$ cat config.mk
export PLATFORM = sky130hd
export DESIGN_NAME = mul_normalize
export DESIGN_NICKNAME = d
export VERILOG_FILES = /design/src/rtl/mul_normalize.sv
export SDC_FILE = /design/constraint.sdc
export NUM_CORES = 1
export LEC_CHECK = 0
export ABC_AREA = 0
export CAP_MARGIN = 40
export CORE_ASPECT_RATIO = 0.6
export CORE_MARGIN = 2
export CORE_UTILIZATION = 45
export CTS_CLUSTER_SIZE = 12
export DETAILED_ROUTE_END_ITERATION = 16
export PLACE_DENSITY = 0.69
export SETUP_SLACK_MARGIN = 0.1
export SYNTH_ARGS = -nofsm -noshare
export SYNTH_HDL_FRONTEND = slang
export SYNTH_SLANG_ARGS = --single-unit
$ cat constraint.sdc
create_clock -name clock_i -period 3.63 [get_ports clock_i]
set_clock_uncertainty 0.1 [all_clocks]
set_input_delay 0.363 -clock clock_i [delete_from_list [all_inputs] [get_ports clock_i]]
set_output_delay 0.363 -clock clock_i [all_outputs]
set_load 0.005 [all_outputs]
$ cat src/rtl/mul_normalize.sv
// -----------------------------------------------------------------------------
// mul_normalize
//
// Post-processing stage for a 24x24 signed sequential multiplier. Takes the
// 48-bit two's-complement product and returns sign, a 24-bit normalized
// magnitude rounded to nearest-even, the normalization shift count and a
// rounding-overflow flag.
//
// Pipeline of states: IDLE -> ABS -> NORM (one shift per cycle) -> ROUND ->
// DONE -> IDLE. A zero product leaves NORM straight for DONE.
//
// Ports
//   clock_i        : single clock, all state changes on posedge
//   reset_ni       : asynchronous, active-low reset
//   start_i        : request, sampled only while idle
//   product_i      : 48-bit signed product, sampled on the accepting edge
//   mantissa_o     : 24-bit rounded normalized magnitude (bit 23 set unless 0)
//   sign_o         : sign of the captured product
//   lz_o           : left shifts applied during normalization (0..47)
//   round_carry_o  : rounding overflowed 24 bits; caller bumps its exponent
//   zero_o         : captured product was zero
//   busy_o         : high in ABS, NORM and ROUND
//   done_o         : one-cycle pulse, results valid from this cycle on
// -----------------------------------------------------------------------------
`timescale 1ns/1ps

module mul_normalize (
  input  logic        clock_i,
  input  logic        reset_ni,
  input  logic        start_i,
  input  logic [47:0] product_i,
  output logic [23:0] mantissa_o,
  output logic        sign_o,
  output logic [5:0]  lz_o,
  output logic        round_carry_o,
  output logic        zero_o,
  output logic        busy_o,
  output logic        done_o
);

  typedef enum logic [2:0] {
    S_IDLE,
    S_ABS,
    S_NORM,
    S_ROUND,
    S_DONE
  } state_e;

  state_e      state_q, state_d;
  // Holds the raw product after capture, then the magnitude, then the
  // progressively left-shifted magnitude.
  logic [47:0] mag_q, mag_d;
  logic [23:0] mantissa_q, mantissa_d;
  logic        sign_q, sign_d;
  logic [5:0]  lz_q, lz_d;
  logic        round_carry_q, round_carry_d;
  logic        zero_q, zero_d;

  // Rounding terms, only meaningful in ROUND.
  logic        guard;
  logic        sticky;
  logic        lsb;
  logic        round_inc;
  logic [24:0] rounded;

  assign guard     = mag_q[23];
  assign sticky    = |mag_q[22:0];
  assign lsb       = mag_q[24];
  assign round_inc = guard & (sticky | lsb);
  // One bit wider than the mantissa so the rounding carry is never lost.
  assign rounded   = {1'b0, mag_q[47:24]} + {24'd0, round_inc};

  // NOTE: every signal assigned in this block gets its hold value first, so no
  // path through the case statement can leave one unassigned and infer a latch.
  always_comb begin
    state_d       = state_q;
    mag_d         = mag_q;
    mantissa_d    = mantissa_q;
    sign_d        = sign_q;
    lz_d          = lz_q;
    round_carry_d = round_carry_q;
    zero_d        = zero_q;

    unique case (state_q)
      S_IDLE: begin
        if (start_i) begin
          // Results of the previous operation are released on acceptance.
          mag_d         = product_i;
          mantissa_d    = 24'd0;
          sign_d        = 1'b0;
          lz_d          = 6'd0;
          round_carry_d = 1'b0;
          zero_d        = 1'b0;
          state_d       = S_ABS;
        end
      end

      S_ABS: begin
        sign_d  = mag_q[47];
        // -2^47 negates to itself, which is exactly its unsigned magnitude.
        mag_d   = mag_q[47] ? (48'd0 - mag_q) : mag_q;
        lz_d    = 6'd0;
        state_d = S_NORM;
      end

      S_NORM: begin
        if (mag_q == 48'd0) begin
          // Zero is recognised on the registered magnitude, which places the
          // zero-result done pulse two edges after acceptance.
          zero_d        = 1'b1;
          mantissa_d    = 24'd0;
          lz_d          = 6'd0;
          round_carry_d = 1'b0;
          state_d       = S_DONE;
        end else if (mag_q[47]) begin
          state_d = S_ROUND;
        end else begin
          // A nonzero magnitude reaches bit 47 after at most 47 shifts, so
          // the 6-bit counter cannot wrap.
          mag_d = {mag_q[46:0], 1'b0};
          lz_d  = lz_q + 6'd1;
        end
      end

      S_ROUND: begin
        if (rounded[24]) begin
          // All-ones mantissa rounded up: renormalize to 1.000... and let the
          // caller account for the extra binade.
          mantissa_d    = 24'h800000;
          round_carry_d = 1'b1;
        end else begin
          mantissa_d    = rounded[23:0];
          round_carry_d = 1'b0;
        end
        state_d = S_DONE;
      end

      S_DONE: begin
        state_d = S_IDLE;
      end

      default: begin
        state_d = S_IDLE;
      end
    endcase
  end

  // NOTE: sequential state uses non-blocking assignments so every register
  // samples the pre-edge values of the others, independent of statement order.
  always_ff @(posedge clock_i or negedge reset_ni) begin
    if (!reset_ni) begin
      state_q       <= S_IDLE;
      mag_q         <= 48'd0;
      mantissa_q    <= 24'd0;
      sign_q        <= 1'b0;
      lz_q          <= 6'd0;
      round_carry_q <= 1'b0;
      zero_q        <= 1'b0;
    end else begin
      state_q       <= state_d;
      mag_q         <= mag_d;
      mantissa_q    <= mantissa_d;
      sign_q        <= sign_d;
      lz_q          <= lz_d;
      round_carry_q <= round_carry_d;
      zero_q        <= zero_d;
    end
  end

  assign mantissa_o    = mantissa_q;
  assign sign_o        = sign_q;
  assign lz_o          = lz_q;
  assign round_carry_o = round_carry_q;
  assign zero_o        = zero_q;
  assign busy_o        = (state_q == S_ABS) || (state_q == S_NORM) || (state_q == S_ROUND);
  assign done_o        = (state_q == S_DONE);

endmodule
==> results_dict.tcl, run 1 <==
set metrics [dict create \
    end_kind "flip-flop" \
    fillerInstances 1072 \
    cts-root-buf "clkbuf_16" \
    worstPathMaxFanout 7 \
    cts.clk_slew.worst_paths_ns 0.07 \
    hpwl_um 11900 \
    holdCritPathClass "input pin to asynchronous set/reset pin" \
    num_antenna_cells 0 \
    cts_tree "yes" \
    first_global_vias 5220 \
    drtIter0Drc 676 \
    leakage_nw 2.58 \
    rsz0062_at_grt "false" \
    dieArea_um2 13300 \
    p_sw_share_pct 46.3 \
    combPwrFrac_pct 49.7 \
    wl_met3_um 1600 \
    gr-total-overflow 0 \
    yosysSeqAreaShare_pct 37.8 \
    top_layer "met4" \
    fmax_mhz 337 \
    ant_nets 0 \
    clock_power_share_pct 16.7 \
    ys_warn_count 0 \
    start_util_pct 46.2 \
    post-route-period-util_pct 81.9 \
    drc 0 \
    drv_slew 0 \
    num_rows 31 \
    grt_use_total_pct 25.8 \
    wl_per_cell_um 18.4 \
    ys_async_sr_fraction_pct 100 \
    fin_crit_ns 2.97 \
    cp-start-kind "flip-flop" \
    die_w_um 148 \
    slowest_stage "or4_1" \
    finalHoldViolCount 0 \
    dr_wl_met2_um 7210 \
    p_seq_share_pct 33.6 \
    cts_max_level 3 \
    core_area_um2 12100 \
    rr_endpoint "mag_q[32]" \
    finalSetupViolCount 0 \
    synth.avg_cell_area_um2 7.99 \
    vias 5760 \
    p_total_mw 6.04 \
    synth-seq-cells 84 \
    r2r_cells 8 \
    insertion_delay_ns 0.34 \
    place_inst 901 \
    wl_met1_um 7850 \
    cts_made_buffers 9 \
    synth_flop_cell "dfrtp_1" \
    worstPathRequired_ns 3.76 \
    cts.sinks 84 \
    worstMarginPinSlew_ns 0.917 \
    crit_type "flip-flop to flip-flop" \
    io_pins 86 \
    synth_edf_count 0 \
    drv_cap 0 \
    yosysUniqueCellTypes 58 \
    antenna_found_initial 0 \
    r2r-start "mag_q[1]" \
    place_congestion 0.864 \
    nets 802 \
    status "finished, final reports clean" \
    grt_pass1_wl_um 27500 \
    crit_chain "inv_1 -> ha_1 -> nor2b_1 -> nand2_1 -> or4_1 -> or3_1 -> a222oi_1 -> o21ai_1" \
    arrival_ns 3.10 \
    p_int_mw 3.24 \
    synthCells 697 \
    drive_above_1_share_pct 7.57 \
    dr.pass1.iters 7 \
    relSlewSlack_pct 38.4 \
    p_sw_mw 2.80 \
    tns_ns 0 \
    wl_um 16900 \
    cp_top_family "simple AND/OR/NAND/NOR gates" \
    critical-path-max-stage-delay_ns 0.69 \
    syn-num-nets 751 \
    r2r_setup_slack_ns 0.66 \
    path_buf_inv 1 \
    syn_area_um2 5570 \
    viasPerCell 6.27 \
    stdcell_count 918 \
    area_growth_syn_to_layout_pct 24.0 \
    grt_max_degree 71 \
    critPathLaunch "mag_q[1]" \
    power_density_nw_per_um2 874 \
    ir_drop_v 0.000422 \
    port_buffers 85 \
    clockBufferDepth 2 \
    chipHeight_um 90.2 \
]
[sequential cells by signal, indices dropped and copies added (netlist names)]
signal         count
state_q            3
mantissa_o        24
lz_o               6
sign_o             1
round_carry_o      1
mag_q             48
zero_o             1
[repair_timing]
action / CTS / global route
gates resized for setup: 0 / 0
hold buffers: 1 / 0
setup endpoints to repair: 0 / 0
setup buffers: 0 / 0
hold endpoints to repair: 21 / 0
[layout by cell type (no fill, tap or decap), drive strengths merged, types with 4 or more instances in the layout]
cell type / n
a211oi: 8
a21oi: 19
a221oi: 16
a222oi: 14
a22oi: 5
a31oi: 4
and2: 6
and3: 10
buf: 18
clkbuf: 9
clkdlybuf4s50: 84
dfrtp: 84
inv: 15
mux2i: 5
nand2: 72
nand3: 17
nand4: 14
nor2: 69
nor3: 45
nor4: 19
o21ai: 110
o22ai: 4
o2bb2ai: 4
o31ai: 4
or2: 6
or3: 12
or4: 7
xnor2: 21
xor2: 7
[worst register-to-register path, cell delays in order, from the launching register on]
cell and delay (ns):
dfrtp_1 0.42, inv_1 0.08, ha_1 0.19, nor2b_1 0.35
nand2_1 0.28, or4_1 0.69, or3_1 0.35, a222oi_1 0.30
o21ai_1 0.09
[Yosys cell counts (2+ instances only)]
cell	count	share of area [%]
and4_1	3	0.47
or2_2	6	0.67
dfrtp_1	84	38
a221oi_1	16	2.5
and3_1	10	1.1
xor2_1	7	1.1
or3_1	11	1.2
and2_1	6	0.67
nor4_2	2	0.45
nor4_1	15	1.7
nor3_1	41	3.7
inv_1	14	0.94
o21ai_1	3	0.27
a22oi_1	5	0.67
a31oi_1	4	0.45
o2bb2ai_1	4	0.63
xnor2_1	21	3.3
o21a_1	2	0.27
clkbuf_1	58	3.9
nand4_1	13	1.5
a311oi_1	2	0.31
a211oi_1	8	1.1
nor4_4	2	0.76
a21o_1	3	0.40
a41oi_1	2	0.31
nand2_1	72	4.9
buf_2	5	0.45
a21oi_1	19	1.7
a222oi_1	14	2.5
nand3_1	17	1.5
mux2i_1	5	0.90
nor3_2	3	0.54
nand2b_1	2	0.22
o31a_1	3	0.47
nor3b_1	2	0.27
ha_1	3	0.67
a22o_1	2	0.31
o32ai_1	2	0.31
o31ai_1	4	0.54
or4_1	7	0.94
o22ai_1	4	0.45
nor2_1	69	4.7
o21ai_0	107	9.6
[area by class of cell]
cell class / instances / area (um^2) / area share (%)
Clock buffer: 9 / 225 / 3.26
Clock inverter: 7 / 100 / 1.45
Inverter: 14 / 52.6 / 0.761
Multi-Input combinational cell: 536 / 3190 / 46.2
Sequential cell: 84 / 2100 / 30.4
Tap cell: 165 / 206 / 2.99
Timing Repair Buffer: 103 / 1030 / 14.9
[per-stage QoR]
step	hold WS, ns	utilization [%]	worst slack (ns)	instance area [um^2]
after floorplan	-0.0326	-	1.04	5570
final	0.358	57.2	0.659	6900
after global routing	0.398	57.2	0.480	6900
after CTS	0.362	57.2	0.715	6900
after global placement	0.361	54.0	0.842	6510
after detailed placement	0.186	54.5	0.717	6570
[routing by layer]
layer | track usage [%] | up-vias
met5 | 0 | -
met4 | 6.81 | 0
met1 | 39.5 | 2744
met2 | 36.2 | 302
met3 | 5.94 | 17
li1 | - | 2697
[worst max path at each step]
stage,endpoint,slack [ns],cells past startpoint
floorplan,mag_q[32],1.04,9
finish,mag_q[32],0.66,8
detailed placement,mag_q[32],0.72,8
CTS,mag_q[32],0.71,8
global placement,mag_q[32],0.84,8
global route,mag_q[32],0.48,8
[kinds of logic after synthesis]
group | Yosys count | synth area share (%)
simple gates | 289 | 27.0
fa+ha+maj | 3 | 0.674
compound gates | 210 | 23.8
xor+xnor | 28 | 4.40
mux | 6 | 1.10
buf+inv | 77 | 5.30
flops | 84 | 37.8
[power by group through the flow]
stage	combinational (mW)	clock [mW]	sequential, mW
after floorplan	2.24	0	1.64
after global placement	2.86	0	1.98
after detailed placement	2.96	0	2.02
after CTS	2.98	1.02	2.00
after global routing	3.35	1.06	2.10
final	3.00	1.01	2.02
No activity file was read; power rests on OpenSTA's default activity.
==> run 2, diff against run 1 <==
--- a/config.mk
+++ b/config.mk
@@ -12,7 +12,7 @@
 export CORE_UTILIZATION = 45
 export CTS_CLUSTER_SIZE = 12
 export DETAILED_ROUTE_END_ITERATION = 16
-export PLACE_DENSITY = 0.69
+export PLACE_DENSITY = 0.71
 export SETUP_SLACK_MARGIN = 0.1
 export SYNTH_ARGS = -nofsm -noshare
 export SYNTH_HDL_FRONTEND = slang
==> constraint.sdc (replaced) <==
create_clock -name clock_i -period 2.7 [get_ports clock_i]
set_clock_uncertainty 0.1 [all_clocks]
set_input_delay 0.27 -clock clock_i [delete_from_list [all_inputs] [get_ports clock_i]]
set_output_delay 0.27 -clock clock_i [all_outputs]
set_load 0.005 [all_outputs]
==> run 2 against run 1 <==
  * Via count rose by 5.2%
  * Cell count rose by 6.0%
  * Sequential power rose by 17%
  * Critical path depth fell by 2
  * Design area rose by 7.1%
  * Critical path type unchanged
  * Largest power group unchanged
  * Highest routed layer unchanged
==> results_dict.tcl, run 2 (synthesized netlist as in run 1, its figures left out) <==
set metrics [dict create \
    status "finished, final reports clean" \
    grt_use_total_pct 27.4 \
    worst_slack_ns 0.0960 \
    holdCritPathClass "flip-flop to flip-flop" \
    viasPerCell 6.23 \
    dr.pass1.iters 6 \
    top_register "mag_q" \
    cts_max_level 3 \
    crit_type "flip-flop to flip-flop" \
    port_buffers 85 \
    drc 0 \
    slowest_stage "or4b_4" \
    chipHeight_um 90.2 \
    worstMarginPinSlew_ns 0.731 \
    relSlewSlack_pct 51.3 \
    first_global_vias 5552 \
    grt_pass1_wl_um 29500 \
    ir_drop_v 0.000550 \
    grt_max_degree 85 \
    wl_um 18000 \
    critical-path-max-stage-delay_ns 0.57 \
    drv_slew 0 \
    rsz0062_at_grt "true" \
    cp_top_family "simple AND/OR/NAND/NOR gates" \
    mostFrequentLayoutCells "107 x o21ai_0, 84 x clkdlybuf4s50_1, 84 x dfrtp_1" \
    worstPathRequired_ns 2.83 \
    num_antenna_cells 0 \
    final_area_um2 7390 \
    final_common_cell "o21ai_0" \
    placed_area_um2 7000 \
    cts_tree "yes" \
    core_area_um2 12100 \
    largest_register_ffs 48 \
    start_util_pct 46.2 \
    fin_crit_ns 2.60 \
    place_inst 954 \
    place_congestion 0.905 \
    cts.clk_slew.worst_paths_ns 0.07 \
    dieArea_um2 13300 \
    worstPathMaxFanout 5 \
    end_kind "flip-flop" \
    crit_chain "or3_4 -> or4b_4 -> or3_4 -> or4_1 -> a31oi_1 -> o21ai_1" \
    insertion_delay_ns 0.34 \
    ant_nets 0 \
    cts-root-buf "clkbuf_16" \
    gr-total-overflow 0 \
    cp-start-kind "flip-flop" \
    clockBufferDepth 2 \
    io_pins 86 \
    antenna_found_initial 0 \
    num_rows 31 \
    area_growth_syn_to_layout_pct 32.8 \
    finalHoldViolCount 0 \
    tns_ns 0 \
    power_density_nw_per_um2 1200 \
    nets 858 \
    hpwl_um 12800 \
    cpMostUsedCell "or3_4" \
    fmax_mhz 384 \
    finalSetupViolCount 0 \
    cts.sinks 84 \
    vias 6057 \
    drive_above_1_share_pct 14.4 \
    drtIter0Drc 675 \
    die_w_um 148 \
    arrival_ns 2.74 \
    path_buf_inv 0 \
    drv_cap 0 \
    leakage_nw 2.88 \
    post-route-period-util_pct 96.4 \
    cts_made_buffers 9 \
    place_ws_ns 0.0883 \
    stdcell_count 973 \
    wl_per_cell_um 18.5 \
]
## run 2: changes by cell type in the layout (fill, tap and decap cells not counted), sizes merged
cell and change:
buf +56, clkinvlp -2, bufinv +1
## run 2: per-stage QoR
step | power (mW) | utilization (%) | hold WS, ns
after floorplan | 5.21 | - | -0.126
after global placement | 7.13 | 58.0 | 0.244
after detailed placement | 7.29 | 58.0 | 0.246
after CTS | 8.73 | 60.9 | 0.384
after global routing | 9.50 | 61.3 | 0.399
final | 8.88 | 61.3 | 0.375
## run 2: timing repair
item,in CTS,in global routing
pin swaps,1,3
endpoints found under the hold margin,84,0
hold buffers,1,0
setup buffers,0,3
setup endpoints to repair,2,36
resized for setup,1,4
## run 2: worst paths after layout
path	startpoint	endpoint	slack (ns)	cells past startpoint
max	mag_q[17]	mag_q[46]	0.1	6
min	mantissa_o[9]	mantissa_o[9]	0.38	2
max reg2reg	mag_q[17]	mag_q[46]	0.1	6
min reg2reg	mantissa_o[9]	mantissa_o[9]	0.38	2
max in group asynchronous	reset_ni	mantissa_o[2]	1.73	3
min in group asynchronous	reset_ni	lz_o[1]	0.40	3
## run 2: where the power goes
part	internal [mW]	total [mW]	switching, mW
Combinational	2.20	5.09	2.90
Clock	0.902	1.42	0.519
Sequential	1.81	2.36	0.558
## run 2: routing by layer
metal  vias to the layer above  global-route usage [%]  routed length [um]
met5                         -                       0                   0
li1                       2793                       -                   -
met2                       337                    40.4                7970
met3                        32                    5.23                1570
met4                         0                    5.85                 272
met1                      2895                    41.5                8210
## run 2: layout make-up
| cell class | instances | area, um^2 |
|---|---|---|
| Multi-Input combinational cell | 536 | 3210 |
| Fill cell | 1078 | 4670 |
| Timing Repair Buffer | 159 | 1480 |
| Inverter | 14 | 52.6 |
| Sequential cell | 84 | 2100 |
| Tap cell | 165 | 206 |
| Clock inverter | 6 | 113 |
| Clock buffer | 9 | 225 |
## run 2: worst reg2reg max path: stages, from the launching register on
cell and delay [ns]:
dfrtp_1 0.38, or3_4 0.42, or4b_4 0.57, or3_4 0.36, or4_1 0.39, a31oi_1 0.19
o21ai_1 0.08
==> run 3, diff against run 2 <==
--- a/config.mk
+++ b/config.mk
@@ -6,7 +6,7 @@
 export NUM_CORES = 1
 export LEC_CHECK = 0
 export ABC_AREA = 0
-export CAP_MARGIN = 40
+export CAP_MARGIN = 20
 export CORE_ASPECT_RATIO = 0.6
 export CORE_MARGIN = 2
 export CORE_UTILIZATION = 45
==> results of run 3 <==
No change in the layout: final DEF, timing and power equal those of run 2.
